File: src/rtl/vending_machine_multi.sv
// Multi-item vending controller: four coin denominations, NUM_ITEMS products
// with per-item prices and stock counters, greedy coin-by-coin change return.
// Latency: every output is registered, so each response appears one clock after the input that caused it.
// Backpressure: while change_ack is low the presented change coin holds, and coins/selects are refused while busy.
//
// Ports:
//   clk, reset                       clock and async active-high reset
//   coin_valid/coin_value            coin strobe, code 0=1 1=2 2=5 3=10
//   sel_valid/sel_item               product select strobe and index
//   cancel                           refund request (honoured in CREDIT only)
//   change_ack                       hopper took the presented change coin
//   vend_valid/vend_item             one-cycle dispense pulse and product
//   change_valid/change_coin         change coin presented to the hopper
//   credit                           current credit in rupees
//   coin_reject/sel_reject           one-cycle refusal pulses
//   busy                             high while in VEND or CHANGE
module vending_machine_multi #(
  parameter int NUM_ITEMS  = 4,
  parameter int CREDIT_W   = 8,
  parameter logic [NUM_ITEMS*CREDIT_W-1:0] PRICES = {8'd20, 8'd15, 8'd10, 8'd5},
  parameter int MAX_CREDIT = 50,
  parameter int STOCK_W    = 4,
  parameter int STOCK_INIT = 3,
  localparam int ITEM_W    = (NUM_ITEMS > 1) ? $clog2(NUM_ITEMS) : 1
) (
  input  logic                clk,
  input  logic                reset,
  input  logic                coin_valid,
  input  logic [1:0]          coin_value,
  input  logic                sel_valid,
  input  logic [ITEM_W-1:0]   sel_item,
  input  logic                cancel,
  input  logic                change_ack,
  output logic                vend_valid,
  output logic [ITEM_W-1:0]   vend_item,
  output logic                change_valid,
  output logic [1:0]          change_coin,
  output logic [CREDIT_W-1:0] credit,
  output logic                coin_reject,
  output logic                sel_reject,
  output logic                busy
);

  localparam logic [1:0] ST_IDLE   = 2'd0;
  localparam logic [1:0] ST_CREDIT = 2'd1;
  localparam logic [1:0] ST_VEND   = 2'd2;
  localparam logic [1:0] ST_CHANGE = 2'd3;

  // Rupee value of a coin code.
  function automatic logic [CREDIT_W-1:0] coin_amount(input logic [1:0] code);
    logic [CREDIT_W-1:0] amt;
    case (code)
      2'd0:    amt = CREDIT_W'(1);
      2'd1:    amt = CREDIT_W'(2);
      2'd2:    amt = CREDIT_W'(5);
      default: amt = CREDIT_W'(10);
    endcase
    return amt;
  endfunction

  // Largest denomination not exceeding the remaining credit. Only called with
  // credit > 0, so the returned coin never drives credit below zero.
  function automatic logic [1:0] greedy_coin(input logic [CREDIT_W-1:0] c);
    logic [1:0] code;
    if (c >= CREDIT_W'(10))      code = 2'd3;
    else if (c >= CREDIT_W'(5))  code = 2'd2;
    else if (c >= CREDIT_W'(2))  code = 2'd1;
    else                         code = 2'd0;
    return code;
  endfunction

  logic [1:0]          state_q, state_d;
  logic [CREDIT_W-1:0] credit_q, credit_d;
  logic [STOCK_W-1:0]  stock_q [NUM_ITEMS];
  logic [STOCK_W-1:0]  stock_d [NUM_ITEMS];
  logic                vend_valid_q, vend_valid_d;
  logic [ITEM_W-1:0]   vend_item_q, vend_item_d;
  logic                change_valid_q, change_valid_d;
  logic [1:0]          change_coin_q, change_coin_d;
  logic                coin_reject_q, coin_reject_d;
  logic                sel_reject_q, sel_reject_d;
  logic                busy_q, busy_d;

  // Price and stock of the currently selected item.
  logic [CREDIT_W-1:0] price_sel;
  logic [STOCK_W-1:0]  stock_sel;
  logic                sel_in_range;
  logic [CREDIT_W:0]   credit_sum;
  logic                coin_fits;
  logic                sel_ok;

  always_comb begin
    price_sel = '0;
    stock_sel = '0;
    for (int i = 0; i < NUM_ITEMS; i++) begin
      if (sel_item == ITEM_W'(i)) begin
        price_sel = PRICES[i*CREDIT_W +: CREDIT_W];
        stock_sel = stock_q[i];
      end
    end
  end

  assign sel_in_range = (32'(sel_item) < 32'(NUM_ITEMS));
  // One extra bit so the sum cannot wrap before the ceiling compare.
  assign credit_sum   = {1'b0, credit_q} + {1'b0, coin_amount(coin_value)};
  assign coin_fits    = (credit_sum <= (CREDIT_W+1)'(MAX_CREDIT));
  assign sel_ok       = sel_in_range && (credit_q >= price_sel) && (stock_sel != '0);

  always_comb begin
    state_d        = state_q;
    credit_d       = credit_q;
    stock_d        = stock_q;
    vend_valid_d   = 1'b0;
    vend_item_d    = '0;
    change_valid_d = 1'b0;
    change_coin_d  = 2'd0;
    coin_reject_d  = 1'b0;
    sel_reject_d   = 1'b0;

    case (state_q)
      ST_IDLE, ST_CREDIT: begin
        // cancel > select > coin; a coin that loses arbitration is bounced.
        if (cancel) begin
          coin_reject_d = coin_valid;
          if (state_q == ST_CREDIT) begin
            state_d        = ST_CHANGE;
            change_valid_d = 1'b1;
            change_coin_d  = greedy_coin(credit_q);
          end
        end else if (sel_valid) begin
          coin_reject_d = coin_valid;
          if (sel_ok) begin
            state_d      = ST_VEND;
            credit_d     = credit_q - price_sel;
            vend_valid_d = 1'b1;
            vend_item_d  = sel_item;
            for (int i = 0; i < NUM_ITEMS; i++) begin
              if (sel_item == ITEM_W'(i)) stock_d[i] = stock_q[i] - 1'b1;
            end
          end else begin
            sel_reject_d = 1'b1;
          end
        end else if (coin_valid) begin
          if (coin_fits) begin
            credit_d = credit_sum[CREDIT_W-1:0];
            state_d  = ST_CREDIT;
          end else begin
            coin_reject_d = 1'b1;
          end
        end
      end

      ST_VEND: begin
        coin_reject_d = coin_valid;
        if (credit_q != '0) begin
          state_d        = ST_CHANGE;
          change_valid_d = 1'b1;
          change_coin_d  = greedy_coin(credit_q);
        end else begin
          state_d = ST_IDLE;
        end
      end

      ST_CHANGE: begin
        coin_reject_d = coin_valid;
        if (change_valid_q && change_ack) begin
          credit_d = credit_q - coin_amount(change_coin_q);
          if (credit_d == '0) begin
            state_d = ST_IDLE;
          end else begin
            change_valid_d = 1'b1;
            change_coin_d  = greedy_coin(credit_d);
          end
        end else begin
          // Hopper not ready: keep the same coin on the bus.
          change_valid_d = change_valid_q;
          change_coin_d  = change_coin_q;
        end
      end

      default: state_d = ST_IDLE;
    endcase

    busy_d = (state_d == ST_VEND) || (state_d == ST_CHANGE);
  end

  always_ff @(posedge clk or posedge reset) begin
    if (reset) begin
      state_q        <= ST_IDLE;
      credit_q       <= '0;
      for (int i = 0; i < NUM_ITEMS; i++) stock_q[i] <= STOCK_W'(STOCK_INIT);
      vend_valid_q   <= 1'b0;
      vend_item_q    <= '0;
      change_valid_q <= 1'b0;
      change_coin_q  <= 2'd0;
      coin_reject_q  <= 1'b0;
      sel_reject_q   <= 1'b0;
      busy_q         <= 1'b0;
    end else begin
      state_q        <= state_d;
      credit_q       <= credit_d;
      for (int i = 0; i < NUM_ITEMS; i++) stock_q[i] <= stock_d[i];
      vend_valid_q   <= vend_valid_d;
      vend_item_q    <= vend_item_d;
      change_valid_q <= change_valid_d;
      change_coin_q  <= change_coin_d;
      coin_reject_q  <= coin_reject_d;
      sel_reject_q   <= sel_reject_d;
      busy_q         <= busy_d;
    end
  end

  assign vend_valid   = vend_valid_q;
  assign vend_item    = vend_item_q;
  assign change_valid = change_valid_q;
  assign change_coin  = change_coin_q;
  assign credit       = credit_q;
  assign coin_reject  = coin_reject_q;
  assign sel_reject   = sel_reject_q;
  assign busy         = busy_q;

endmodule

File: config.mk
export PLATFORM = sky130hd
export DESIGN_NAME = vending_machine_multi
export DESIGN_NICKNAME = d
export VERILOG_FILES = /design/src/rtl/vending_machine_multi.sv
export SDC_FILE = /design/constraint.sdc
export NUM_CORES = 1
export LEC_CHECK = 0
export BUFFER_PORTS_ARGS = -buffer_cell sky130_fd_sc_hd__buf_2
export CORE_ASPECT_RATIO = 1.25
export CORE_MARGIN = 1
export CORE_UTILIZATION = 56
export CTS_BUF_LIST = sky130_fd_sc_hd__clkbuf_4 sky130_fd_sc_hd__clkbuf_8
export CTS_CLUSTER_SIZE = 30
export DETAILED_ROUTE_END_ITERATION = 6
export PLACE_DENSITY = 0.76
export SKIP_CTS_REPAIR_TIMING = 1
export SLEW_MARGIN = 20
export SYNTH_ARGS = -nofsm -noshare
export SYNTH_HDL_FRONTEND = slang
export SYNTH_SLANG_ARGS = --single-unit
export TNS_END_PERCENT = 20
File: constraint.sdc
create_clock -name clk -period 2.51 [get_ports clk]
set_input_delay 0.6275 -clock clk [delete_from_list [all_inputs] [get_ports clk]]
set_output_delay 0.6275 -clock clk [all_outputs]
set_load 0.005 [all_outputs]
; ---- Word level (Yosys, flattened, before mapping)
; Cells that the tools add are included.
[word_totals]
output_inout_bits = 17
regBits = 35
inputBits = 10
word_cells = 128
[op_classes]
n_mux = 64
bitwise_logic = 1
magnitude_cmp = 8
n_addsub = 7
eq_ne = 17
n_reduce_logical = 18
[ops]
columns = operator, count
row1 = $mux 8, 10
row2 = $mux 2, 22
row3 = $pmux 4 s3, 2
row4 = $mux 4, 5
row5 = $reduce_and 5->1, 4
row6 = $mux 1, 19
row7 = $eq 2x2->1 const B, 8
row8 = $ge 8x2->1 const B, 2
row9 = $ge 8x3->1 const B, 2
row10 = $ge 8x4->1 const B, 2
row11 = $pmux 8 s2, 1
row12 = $sub 4x1->4 const B, 4
row13 = $sub 8x8->8, 2
row14 = $pmux 2 s3, 2
row15 = $add 8x8->9, 1
row16 = $le 9x6->1 const B, 1
row17 = $ne 3x3->1 const B, 3
row18 = $eq 2x1->1 const B, 4
row19 = $ge 8x8->1, 1
row20 = $logic_not 2->1, 4
row21 = $logic_not 8->1, 1
row22 = $reduce_bool 8->1, 1
row23 = $reduce_and 6->1, 1
row24 = $ne 2x2->1 const B, 2
row25 = 9 further kinds, 11

; ---- Longest topological paths before layout
; Gate-level depths: netlist (run 1).
[depth]
word_depth = 13
ltp_mapped = 13
depth_no_buf = 11

; ---- Worst setup path after synthesis (run 1)
; Ideal clock, no wire load.
[synth_timing]
path_kind = input port to flip-flop
start = input port coin_value[0]
end = register credit_q[5] (netlist: credit[5])
n_path_buf = 0
stages = 11
setup_slack_ps = -253
setup_ps = 121
required_time_ps = 2389
arrival_ps = 2642
cell_sequence = inv_1 -> ha_1 -> inv_1 -> fa_1 -> nor2b_1 -> o22ai_2 -> xnor2_1 -> a311oi_2 -> o221a_4 -> o221ai_2 -> a22o_1
[synth_between]
elab_chain_len = 8
word_cells_on_any_way = 13
cone_classes = add/sub (1) / order compare (1) / eq/ne (3) / mux (6) / reduce/logical (2)
[synth_lines]
columns = element, line_no
row1 = "start, declared", 29  ; input logic [1:0] coin_value,
row2 = "$eq 2x2->1, or another cell as far along", 52  ; case (code)
row3 = $pmux 4 s3 *, 52
row4 = $add 8x8->9 *, 105  ; assign credit_sum = {1'b0, credit_q} + {1'b0, coin_amount(coin_value)};
row5 = "parallel branches: the longest is 5 deep, another holds $le 9x6->1", -
row6 = "end signal, assigned", 201  ; credit_q <= credit_d;
row7 = "end, declared", 73  ; logic [CREDIT_W-1:0] credit_q, credit_d;
; Every way passes the cells marked *. The select of a mux whose other input is x is not followed.
; A chain may end at the register's enable or synchronous reset.

; ---- Final worst setup path (run 1)
[layout_timing]
start = input port sel_item[0]
end = register credit_q[7] (netlist: credit[7])
[layout_between]
elab_chain_len = 10
word_cells_on_any_way = 22
cone_classes = add/sub (1) / order compare (1) / eq/ne (4) / mux (12) / reduce/logical (4)
[layout_lines]
columns = element, line_no
row1 = "start, declared", 31  ; input logic [ITEM_W-1:0] sel_item,
row2 = $logic_not 2->1, 96  ; if (sel_item == ITEM_W'(i)) begin
row3 = $mux 3, 96
row4 = $mux 4, 96
row5 = $mux 8 (2 in series), 96
row6 = $sub 8x8->8, 134  ; credit_d = credit_q - price_sel;
row7 = $mux 8, 132  ; if (sel_ok) begin
row8 = $mux 8, 130  ; end else if (sel_valid) begin
row9 = $mux 8, 123  ; if (cancel) begin
row10 = $pmux 8 s2, 120  ; case (state_q)
; Several ways; a longest one is shown, not always the timed one. The select of a mux whose other input is x is not followed.

==> results.ini, run 1 <==
[status]
status=finished, violations left
violations=negative setup slack

[drt]
router_iterations_before_antenna_repair=4
wl_mm=7.455
routed.top_layer=met4
via_per_inst=5.852
num_vias=2657
avgRoutedWirePerCell_um=16.42
detail_route.wirelength.met1_mm=2.739
dr.first_iter.drc_count=154
drt.antenna.violating_nets=0
total_length_of_routed_met2_wires_mm=4.033
detailed_route_drc_error_count=0
met3_wirelength_um=318

[finish]
final-instance-count-excl-fill=454
final_area_mm2=0.003792
antenna_cells=0
num-nets-final=427
final.fill_count=315
flow.area_growth_from_synthesis_pct=37.96
regArea_um2=887.1
finalCoreUtilization_pct=80.19
area_of_the_multi_input_gates_mm2=0.001951
drive_gt1_share_pct=42.39

[clock_tree]
htreeDepth=2
tritoncts_clock_tree=yes
cts_inserted_buffers=5
cts.sinks=35
cts.clk_slew.worst_paths_ns=0.07
clock_tree.buffer_depth=2
insertion_delay_ns=0.29
cts_root_buf=sky130_fd_sc_hd__clkbuf_8

[floorplan]
floorplan.rows=28
floorplan.core_area_mm2=0.004730
initial_cell_density_of_the_core_pct=58.12
num_io_pins=27
die_area_mm2=0.005195
dieHeight_um=80.33
die_w_um=64.67

[yosys]
post_synth_main_area_contributors=sky130_fd_sc_hd__dfrtp_1 25%, sky130_fd_sc_hd__ha_1 9.6%, sky130_fd_sc_hd__dfstp_2 7.6%
netlist_instances=308
ys_seq_elements=35
mappedNetlistNets=342
synth.top_cell.area_share_pct=24.58
synthDominantAreaCellType=sky130_fd_sc_hd__dfrtp_1
synth.cells.most_frequent=28 x sky130_fd_sc_hd__inv_1, 27 x sky130_fd_sc_hd__dfrtp_1, 21 x sky130_fd_sc_hd__ha_1
async_reset_ff_share_pct=100.0
synth.avg_cell_area_um2=8.925
synth_area_mm2=0.002749
post-synth-top-count-cell=sky130_fd_sc_hd__inv_1
yosys_most_used_dff=sky130_fd_sc_hd__dfrtp_1
synth_seq_area_share_pct=32.23
synth_enable_flop_cells=0
synth.yosys.warnings=0
synth.distinct_cells=60

[worst_setup_path]
crit_chain=buf_8 > inv_8 > ha_4 > inv_6 > fa_2 > nand3_2 > nand2_2 > o21ai_2 > a211oi_2 > buf_4 > o221a_4 > buf_6 > o211ai_1 > a21bo_1
critical_path_required_ns=2.70
setup.reg_to_reg.worst_slack_ns=0.04
worst_r2r_endpoint=credit[7]
timing.critical_path.slowest_stage_cell=sky130_fd_sc_hd__fa_2
largest_stage_delay_on_the_critical_path_ns=0.40
arrival_ns=2.74
worst_setup_path_start_kind=primary input
end_kind=flop
critical_path.reg2reg.startpoint=credit[0]
timing_worst_setup_path_type=primary input to flop
worst-path-max-fanout=6
worst_setup_path_start=sel_item[0]
r2r.worst_path.cells=13

[power]
power.static_leakage_nw=1.719
vdd.ir_drop.worst_mv=0.6553
power.density_cell_area_mw_per_mm2=991.8

[placed_design]
i_o_buffers=26
placed_cells_incl_taps=440
placement.cell_area_mm2=0.003431
globalplace.congestion=0.8913
hpwl_mm=5.363

[sta]
slew_viol_final=0
setup_ws_ns=-0.04021
timing.slew.headroom_pct=57.78
layout_min_cycle_time_ns=2.550
timing.clock.skew_ns=0.008800
layout_worst_path_cycle_share_pct=101.6
clock.fmax_mhz=392.1
grt_setup_unrepaired=true
hold_viol=0
worst_slew_pin_slew_ns=0.6174
setup_viol=1

[grt]
grt_antenna_before_repair=0
pin_count_of_the_biggest_net_entering_global_routing=36
total_congestion_overflow_after_global_routing=0
global_route.usage.total_pct=28.53
grt_pass1_vias=2507
global_route_wire_length_before_repair_mm=11.36

[flow_run]
maxCapViolations=0

[worst_hold_path]
min_path_type=primary input to async pin

## layer usage
metal  vias up  GRT usage [%]
met5         -              0
met4         0          16.00
met3        28          3.977
met2        86          51.26
met1      1278          31.92
li1       1265              -
## critical path: cells and delay by family
| kind | cells | cell delay, ns |
|---|---|---|
| adder cells (fa/ha/maj) | 2 | 0.67 |
| buffers and inverters | 5 | 0.46 |
| AND/OR/NAND/NOR | 2 | 0.15 |
| AO/OA/AOI/OAI | 5 | 0.83 |
## cell type report
class | instances | share of cell area, %
multi-input combinational | 232 | 51.44
clock buffer | 7 | 2.375
tap | 60 | 1.980
sequential | 35 | 23.39
inverter | 29 | 3.596
clock inverter | 1 | 0.1320
timing repair buffer | 90 | 17.09
## registers in the layout (all words and copies together), names as in the netlist
register and cells:
sel_reject 1, busy 1, vend_valid 1, change_valid 1
vend_item 2, credit 8, stock_q 16, change_coin 2
coin_reject 1, state_q 2
## kinds of logic (layout without fill, tap and decap cells)
family | after synthesis | in the layout | share of synthesized area, %
AND/OR/NAND/NOR | 107 | 107 | 20.26
AO/OA/AOI/OAI | 76 | 76 | 21.03
buffers and inverters | 41 | 127 | 6.554
flip-flops | 35 | 35 | 32.23
adder cells (fa/ha/maj) | 24 | 24 | 11.74
XOR/XNOR | 20 | 20 | 6.372
multiplexers | 5 | 5 | 1.821
## placed cells by master (no fill, tap or decap), types with 4 or more instances in the layout
master	netlist	routed
sky130_fd_sc_hd__o21ai_0	6	6
sky130_fd_sc_hd__a21oi_2	0	4
sky130_fd_sc_hd__nand2_1	17	16
sky130_fd_sc_hd__buf_2	3	23
sky130_fd_sc_hd__inv_2	1	5
sky130_fd_sc_hd__a21oi_1	16	12
sky130_fd_sc_hd__mux2i_1	5	5
sky130_fd_sc_hd__buf_4	2	60
sky130_fd_sc_hd__inv_1	28	20
sky130_fd_sc_hd__nand3_1	13	8
sky130_fd_sc_hd__and2_1	10	7
sky130_fd_sc_hd__ha_4	0	9
sky130_fd_sc_hd__o211ai_1	5	5
sky130_fd_sc_hd__clkbuf_8	0	6
sky130_fd_sc_hd__o31ai_1	4	4
sky130_fd_sc_hd__nor2b_1	6	4
sky130_fd_sc_hd__nor3_1	14	13
sky130_fd_sc_hd__xnor2_1	17	14
sky130_fd_sc_hd__nor2_1	19	19
sky130_fd_sc_hd__nand3_2	0	5
sky130_fd_sc_hd__nand4_1	4	4
sky130_fd_sc_hd__dfstp_2	8	8
sky130_fd_sc_hd__o21ai_1	10	7
sky130_fd_sc_hd__ha_1	21	11
sky130_fd_sc_hd__nand2b_1	7	7
sky130_fd_sc_hd__dfrtp_1	27	26
sky130_fd_sc_hd__buf_6	2	4
## power by group
part           total [mW]  switching, mW  leakage (nW)  internal [mW]
sequential          0.795          0.143         0.413          0.652
clock               0.435          0.203        0.0517          0.232
combinational        2.53           1.29          1.25           1.24
## worst max-delay path by stage
| stage | end | slack (ns) | cells after the start |
|---|---|---|---|
| 2_1_floorplan | credit[5] | -0.09 | 11 |
| 3_3_place_gp | credit[5] | -0.34 | 12 |
| 3_5_place_dp | credit[3] | -0.40 | 13 |
| 4_1_cts | credit[3] | -0.11 | 13 |
| 5_1_grt | credit[6] | -0.11 | 11 |
| 6_report | credit[7] | -0.04 | 14 |
## stage by stage
stage          hold WS, ns  worst slack [ns]  TNS [ns]  power, mW
6_report            0.4277          -0.04021  -0.04021      3.761
5_1_grt             0.4533           -0.1128   -0.9022      4.037
4_1_cts             0.4406           -0.1076   -0.8269      3.417
3_5_place_dp        0.4602           -0.4015    -6.572      2.971
3_3_place_gp        0.4589           -0.3414    -5.162      2.923
2_1_floorplan       0.4379          -0.08592   -0.2950      2.167
No activity file was read; power rests on OpenSTA's default activity.
==> run 2, diff against run 1 <==
--- a/config.mk
+++ b/config.mk
@@ -12,7 +12,8 @@
 export CTS_BUF_LIST = sky130_fd_sc_hd__clkbuf_4 sky130_fd_sc_hd__clkbuf_8
 export CTS_CLUSTER_SIZE = 30
 export DETAILED_ROUTE_END_ITERATION = 6
-export PLACE_DENSITY = 0.76
+export PLACE_DENSITY = 0.79
+export REMOVE_ABC_BUFFERS = 1
 export SKIP_CTS_REPAIR_TIMING = 1
 export SLEW_MARGIN = 20
 export SYNTH_ARGS = -nofsm -noshare
==> run 2 against run 1 <==
  * The flow still finishes with violations (negative setup slack)
  * Hold slack worse by 0.010 ns
  * Combinational power down 3%
  * Setup slack better by 0.021 ns
  * Sequential share of layout area up 1.2 points
  * Clock skew up 0.0050 ns
  * Sequential cell count unchanged
  * Die area unchanged
  * Cell area down 4.9%
  * Fmax up 0.81%
  * Count of clock-buffer cells in the layout down 1
  * Total power down 1.8%
  * Critical path type is now flop to flop
  * Critical endpoint is now change_coin[1]
  * Highest routed layer unchanged
==> results.ini, run 2 (synthesis results as in run 1) <==
[finish]
flow.area_growth_from_synthesis_pct=31.22
layout_commonest_cell=sky130_fd_sc_hd__buf_4
largest_register=stock_q
final-instance-count-excl-fill=444
num-nets-final=417
most-common-layout-cells=51 x sky130_fd_sc_hd__buf_4, 26 x sky130_fd_sc_hd__dfrtp_1, 25 x sky130_fd_sc_hd__buf_2
drive_gt1_share_pct=37.76
finalCoreUtilization_pct=76.27
final.fill_count=347
regArea_um2=887.1
area_of_the_multi_input_gates_mm2=0.001871
largest_reg_flops=16
antenna_cells=0

[status]
violations=negative setup slack
status=finished, violations left

[sta]
timing.slew.headroom_pct=63.21
grt_setup_unrepaired=true
layout_worst_path_cycle_share_pct=100.8
fin_setup_tns_ns=-0.09485
timing.clock.skew_ns=0.01384
slew_viol_final=0
hold_viol=0
clock.fmax_mhz=395.3
setup_ws_ns=-0.01966
worst_slew_pin_slew_ns=0.5468
setup_viol=6
worst_hold_slack_ns=0.4175
layout_min_cycle_time_ns=2.530

[floorplan]
floorplan.core_area_mm2=0.004730
die_w_um=64.67
dieHeight_um=80.33
num_io_pins=27
die_area_mm2=0.005195
initial_cell_density_of_the_core_pct=58.12
floorplan.rows=28

[clock_tree]
clock_tree.buffer_depth=2
cts_root_buf=sky130_fd_sc_hd__clkbuf_8
cts.clk_slew.worst_paths_ns=0.08
tritoncts_clock_tree=yes
cts_inserted_buffers=5
insertion_delay_ns=0.29
htreeDepth=2
cts.sinks=35

[worst_hold_path]
min_path_type=primary input to async pin

[drt]
num_vias=2654
dr.first_iter.drc_count=158
avgRoutedWirePerCell_um=17.14
via_per_inst=5.977
wl_mm=7.608
router_iterations_before_antenna_repair=4
detailed_route_drc_error_count=0
drt.antenna.violating_nets=0

[grt]
total_congestion_overflow_after_global_routing=0
grt_pass1_vias=2579
global_route.usage.total_pct=29.58
grt_antenna_before_repair=0
pin_count_of_the_biggest_net_entering_global_routing=36
global_route_wire_length_before_repair_mm=11.67

[worst_setup_path]
critical_path_required_ns=2.68
worst_r2r_endpoint=change_coin[1]
timing_worst_setup_path_type=flop to flop
r2r.worst_path.cells=11
arrival_ns=2.70
critical_path.reg2reg.startpoint=credit[0]
worst_setup_path_start_kind=flop
setup.reg_to_reg.worst_slack_ns=-0.02
end_kind=flop
worst-path-max-fanout=4

[placed_design]
i_o_buffers=26
hpwl_mm=5.516
placed_cells_incl_taps=435
globalplace.congestion=0.9165

[power]
vdd.ir_drop.worst_mv=0.6810
power.density_cell_area_mw_per_mm2=1024
power.static_leakage_nw=1.637

[flow_run]
maxCapViolations=0

[run 2: changes by cell type in the layout (fill, tap and decap cells not counted), moves of 3 or more]
cell / delta
sky130_fd_sc_hd__buf_4: -9
sky130_fd_sc_hd__nand3_1: +5
sky130_fd_sc_hd__nand3_2: -5
sky130_fd_sc_hd__ha_1: +3
sky130_fd_sc_hd__ha_4: -3
[run 2: worst max-delay path by stage]
stage	startpoint	to	slack [ns]	depth (start not counted)
after floorplan	sel_item[0]	stock_q[1]	-0.52	11
after global placement	coin_value[0]	credit[5]	-0.36	12
after detailed placement	coin_value[0]	credit[5]	-0.48	12
after CTS	coin_value[0]	credit[5]	-0.19	12
after global routing	credit[0]	state_q[0]	-0.14	11
final	credit[0]	change_coin[1]	-0.02	11
[run 2: critical path, cell delays in order (launching register included)]
cell and delay (ns):
sky130_fd_sc_hd__dfrtp_2 0.45, sky130_fd_sc_hd__inv_2 0.10, sky130_fd_sc_hd__ha_1 0.17, sky130_fd_sc_hd__inv_1 0.06
sky130_fd_sc_hd__fa_2 0.35, sky130_fd_sc_hd__a21oi_2 0.20, sky130_fd_sc_hd__nor2b_4 0.08, sky130_fd_sc_hd__nor3_2 0.12
sky130_fd_sc_hd__o21bai_1 0.09, sky130_fd_sc_hd__a211o_1 0.40, sky130_fd_sc_hd__nor4_1 0.25, sky130_fd_sc_hd__o22ai_1 0.14
[run 2: per-layer routing]
| metal | wire (µm) | track usage, % |
|---|---|---|
| met1 | 2922 | 32.18 |
| met2 | 4076 | 55.05 |
| met3 | 284 | 3.551 |
| met4 | 324 | 15.78 |
| met5 | 0 | 0 |
[run 2: layout make-up]
cell class / instances / area share (%)
clock buffer: 6 / 2.289
timing repair buffer: 80 / 15.57
clock inverter: 2 / 0.4509
multi-input combinational: 232 / 51.86
inverter: 29 / 3.156
tap: 60 / 2.081
sequential: 35 / 24.59
[run 2: stage by stage]
step	power [mW]	setup slack (ns)	instance area (µm²)
floorplan	2.047	-0.5233	2678
global placement	2.838	-0.3562	3293
detailed placement	2.903	-0.4779	3293
CTS	3.358	-0.1855	3392
global route	3.946	-0.1394	3607
finish	3.695	-0.01966	3607
[run 2: power by group]
group	leakage (nW)	switching [mW]	total [mW]	internal (mW)
Combinational	1.18	1.27	2.45	1.18
Clock	0.0474	0.224	0.448	0.224
Sequential	0.412	0.141	0.792	0.651
Total	1.64	1.63	3.69	2.06
==> run 3, diff against run 2 <==
--- a/config.mk
+++ b/config.mk
@@ -19,4 +19,3 @@
 export SYNTH_ARGS = -nofsm -noshare
 export SYNTH_HDL_FRONTEND = slang
 export SYNTH_SLANG_ARGS = --single-unit
-export TNS_END_PERCENT = 20
==> run 3 against run 2 <==
  * The run still ends with negative setup slack left
  * Count of clock-buffer cells in the layout unchanged
  * Cell area increased by 2.5%
  * Sequential power hardly changed
  * Largest cell class unchanged
==> results.ini, run 3 (synthesis results as in run 1) <==
[power]
power.static_leakage_nw=1.671
power.density_cell_area_mw_per_mm2=1014
p_int_mw=2.079
power.switching_fraction_pct=44.60
clkPwrFrac_pct=12.0
vdd.ir_drop.worst_mv=0.7530
combPwrFrac_pct=66.8
sequentialPowerShare_pct=21.2
total_power_mw=3.752
p_switching_mw=1.673

[sta]
hold_viol=0
timing.slew.headroom_pct=62.33
slew_viol_final=0
worst_slew_pin_slew_ns=0.5599
fin_setup_tns_ns=-0.07123
layout_worst_path_cycle_share_pct=101.3
worst_hold_slack_ns=0.4207
clock.fmax_mhz=393.4
setup_viol=6
layout_min_cycle_time_ns=2.542
timing.clock.skew_ns=0.01202
grt_setup_unrepaired=true
setup_ws_ns=-0.03214

[grt]
total_congestion_overflow_after_global_routing=0
grt_antenna_before_repair=0
pin_count_of_the_biggest_net_entering_global_routing=36
global_route.usage.total_pct=29.58
global_route_wire_length_before_repair_mm=11.67
grt_pass1_vias=2579

[finish]
final.fill_count=325
largest_reg_flops=16
finalCoreUtilization_pct=78.20
most-common-layout-cells=53 x sky130_fd_sc_hd__buf_4, 26 x sky130_fd_sc_hd__dfrtp_1, 23 x sky130_fd_sc_hd__buf_2
num-nets-final=421
antenna_cells=0
largest_register=stock_q
drive_gt1_share_pct=39.18
layout_commonest_cell=sky130_fd_sc_hd__buf_4
flow.area_growth_from_synthesis_pct=34.55

[worst_setup_path]
worst_setup_path_start_kind=primary input
critical_path_required_ns=2.69
worst_r2r_endpoint=state_q[0]
critical_path.reg2reg.startpoint=credit[0]
worst-path-max-fanout=7
r2r.worst_path.cells=11
setup.reg_to_reg.worst_slack_ns=0
arrival_ns=2.73
end_kind=flop
timing_worst_setup_path_type=primary input to flop

[worst_hold_path]
min_path_type=primary input to async pin

[clock_tree]
htreeDepth=2
tritoncts_clock_tree=yes
cts.sinks=35
cts_inserted_buffers=5
cts_root_buf=sky130_fd_sc_hd__clkbuf_8
insertion_delay_ns=0.29
clock_tree.buffer_depth=2
cts.clk_slew.worst_paths_ns=0.08

[drt]
dr.first_iter.drc_count=206
num_vias=2695
wl_mm=7.951
detailed_route_drc_error_count=0
via_per_inst=6.016
router_iterations_before_antenna_repair=4
avgRoutedWirePerCell_um=17.75
drt.antenna.violating_nets=0

[floorplan]
die_w_um=64.67
floorplan.rows=28
dieHeight_um=80.33
num_io_pins=27
die_area_mm2=0.005195
initial_cell_density_of_the_core_pct=58.12
floorplan.core_area_mm2=0.004730

[status]
status=finished, violations left
violations=negative setup slack

[placed_design]
globalplace.congestion=0.9165
i_o_buffers=26
hpwl_mm=5.516

[flow_run]
maxCapViolations=0

[run 3: layout make-up]
cell class                      count  area (µm²)  area share, %
Clock buffer                        6       82.58          2.233
Tap cell                           60       75.07          2.030
Clock inverter                      2       16.27         0.4398
Timing Repair Buffer               84       634.4          17.15
Inverter                           29       113.9          3.078
Sequential cell                    35       887.1          23.99
Multi-Input combinational cell    232        1889          51.08
[run 3: worst max path at each step]
stage                  start           to  cells after the start
3_3_place_gp   coin_value[0]    credit[5]                     12
5_1_grt          sel_item[0]  stock_q[10]                     13
3_5_place_dp   coin_value[0]    credit[5]                     12
4_1_cts        coin_value[0]    credit[5]                     12
6_report         sel_item[0]  stock_q[10]                     13
2_1_floorplan    sel_item[0]   stock_q[1]                     11
[run 3: metrics by stage]
step,instance area [µm²],worst slack (ns),std cells
after floorplan,2678,-0.5233,296
after global placement,3293,-0.3562,435
after detailed placement,3293,-0.4779,435
after CTS,3392,-0.1855,443
after global routing,3699,-0.1483,448
final,3699,-0.03214,448
[run 3: power by group through the flow]
stage / sequential (mW) / clock [mW] / combinational (mW)
finish: 0.795 / 0.450 / 2.51
detailed placement: 0.786 / 0 / 2.12
floorplan: 0.802 / 0 / 1.24
global placement: 0.784 / 0 / 2.05
CTS: 0.776 / 0.447 / 2.13
global route: 0.810 / 0.475 / 2.71
[run 3: metal layers]
metal,share of wire (%),global-route usage (%),up-vias
li1,-,-,1246
met1,37,32.18,1312
met2,54,55.05,107
met3,4.3,3.551,30
met4,4.9,15.78,0
met5,0,0,-
[run 3: critical path, stage by stage]
cell	delay, ns
sky130_fd_sc_hd__buf_6	0.10
sky130_fd_sc_hd__buf_4	0.14
sky130_fd_sc_hd__ha_2	0.21
sky130_fd_sc_hd__ha_4	0.29
sky130_fd_sc_hd__nand4_1	0.11
sky130_fd_sc_hd__nor2_1	0.17
sky130_fd_sc_hd__o21ai_2	0.10
sky130_fd_sc_hd__a211oi_2	0.22
sky130_fd_sc_hd__nor2b_4	0.25
sky130_fd_sc_hd__buf_12	0.12
sky130_fd_sc_hd__clkbuf_16	0.13
sky130_fd_sc_hd__nand3_1	0.11
sky130_fd_sc_hd__xnor2_1	0.14
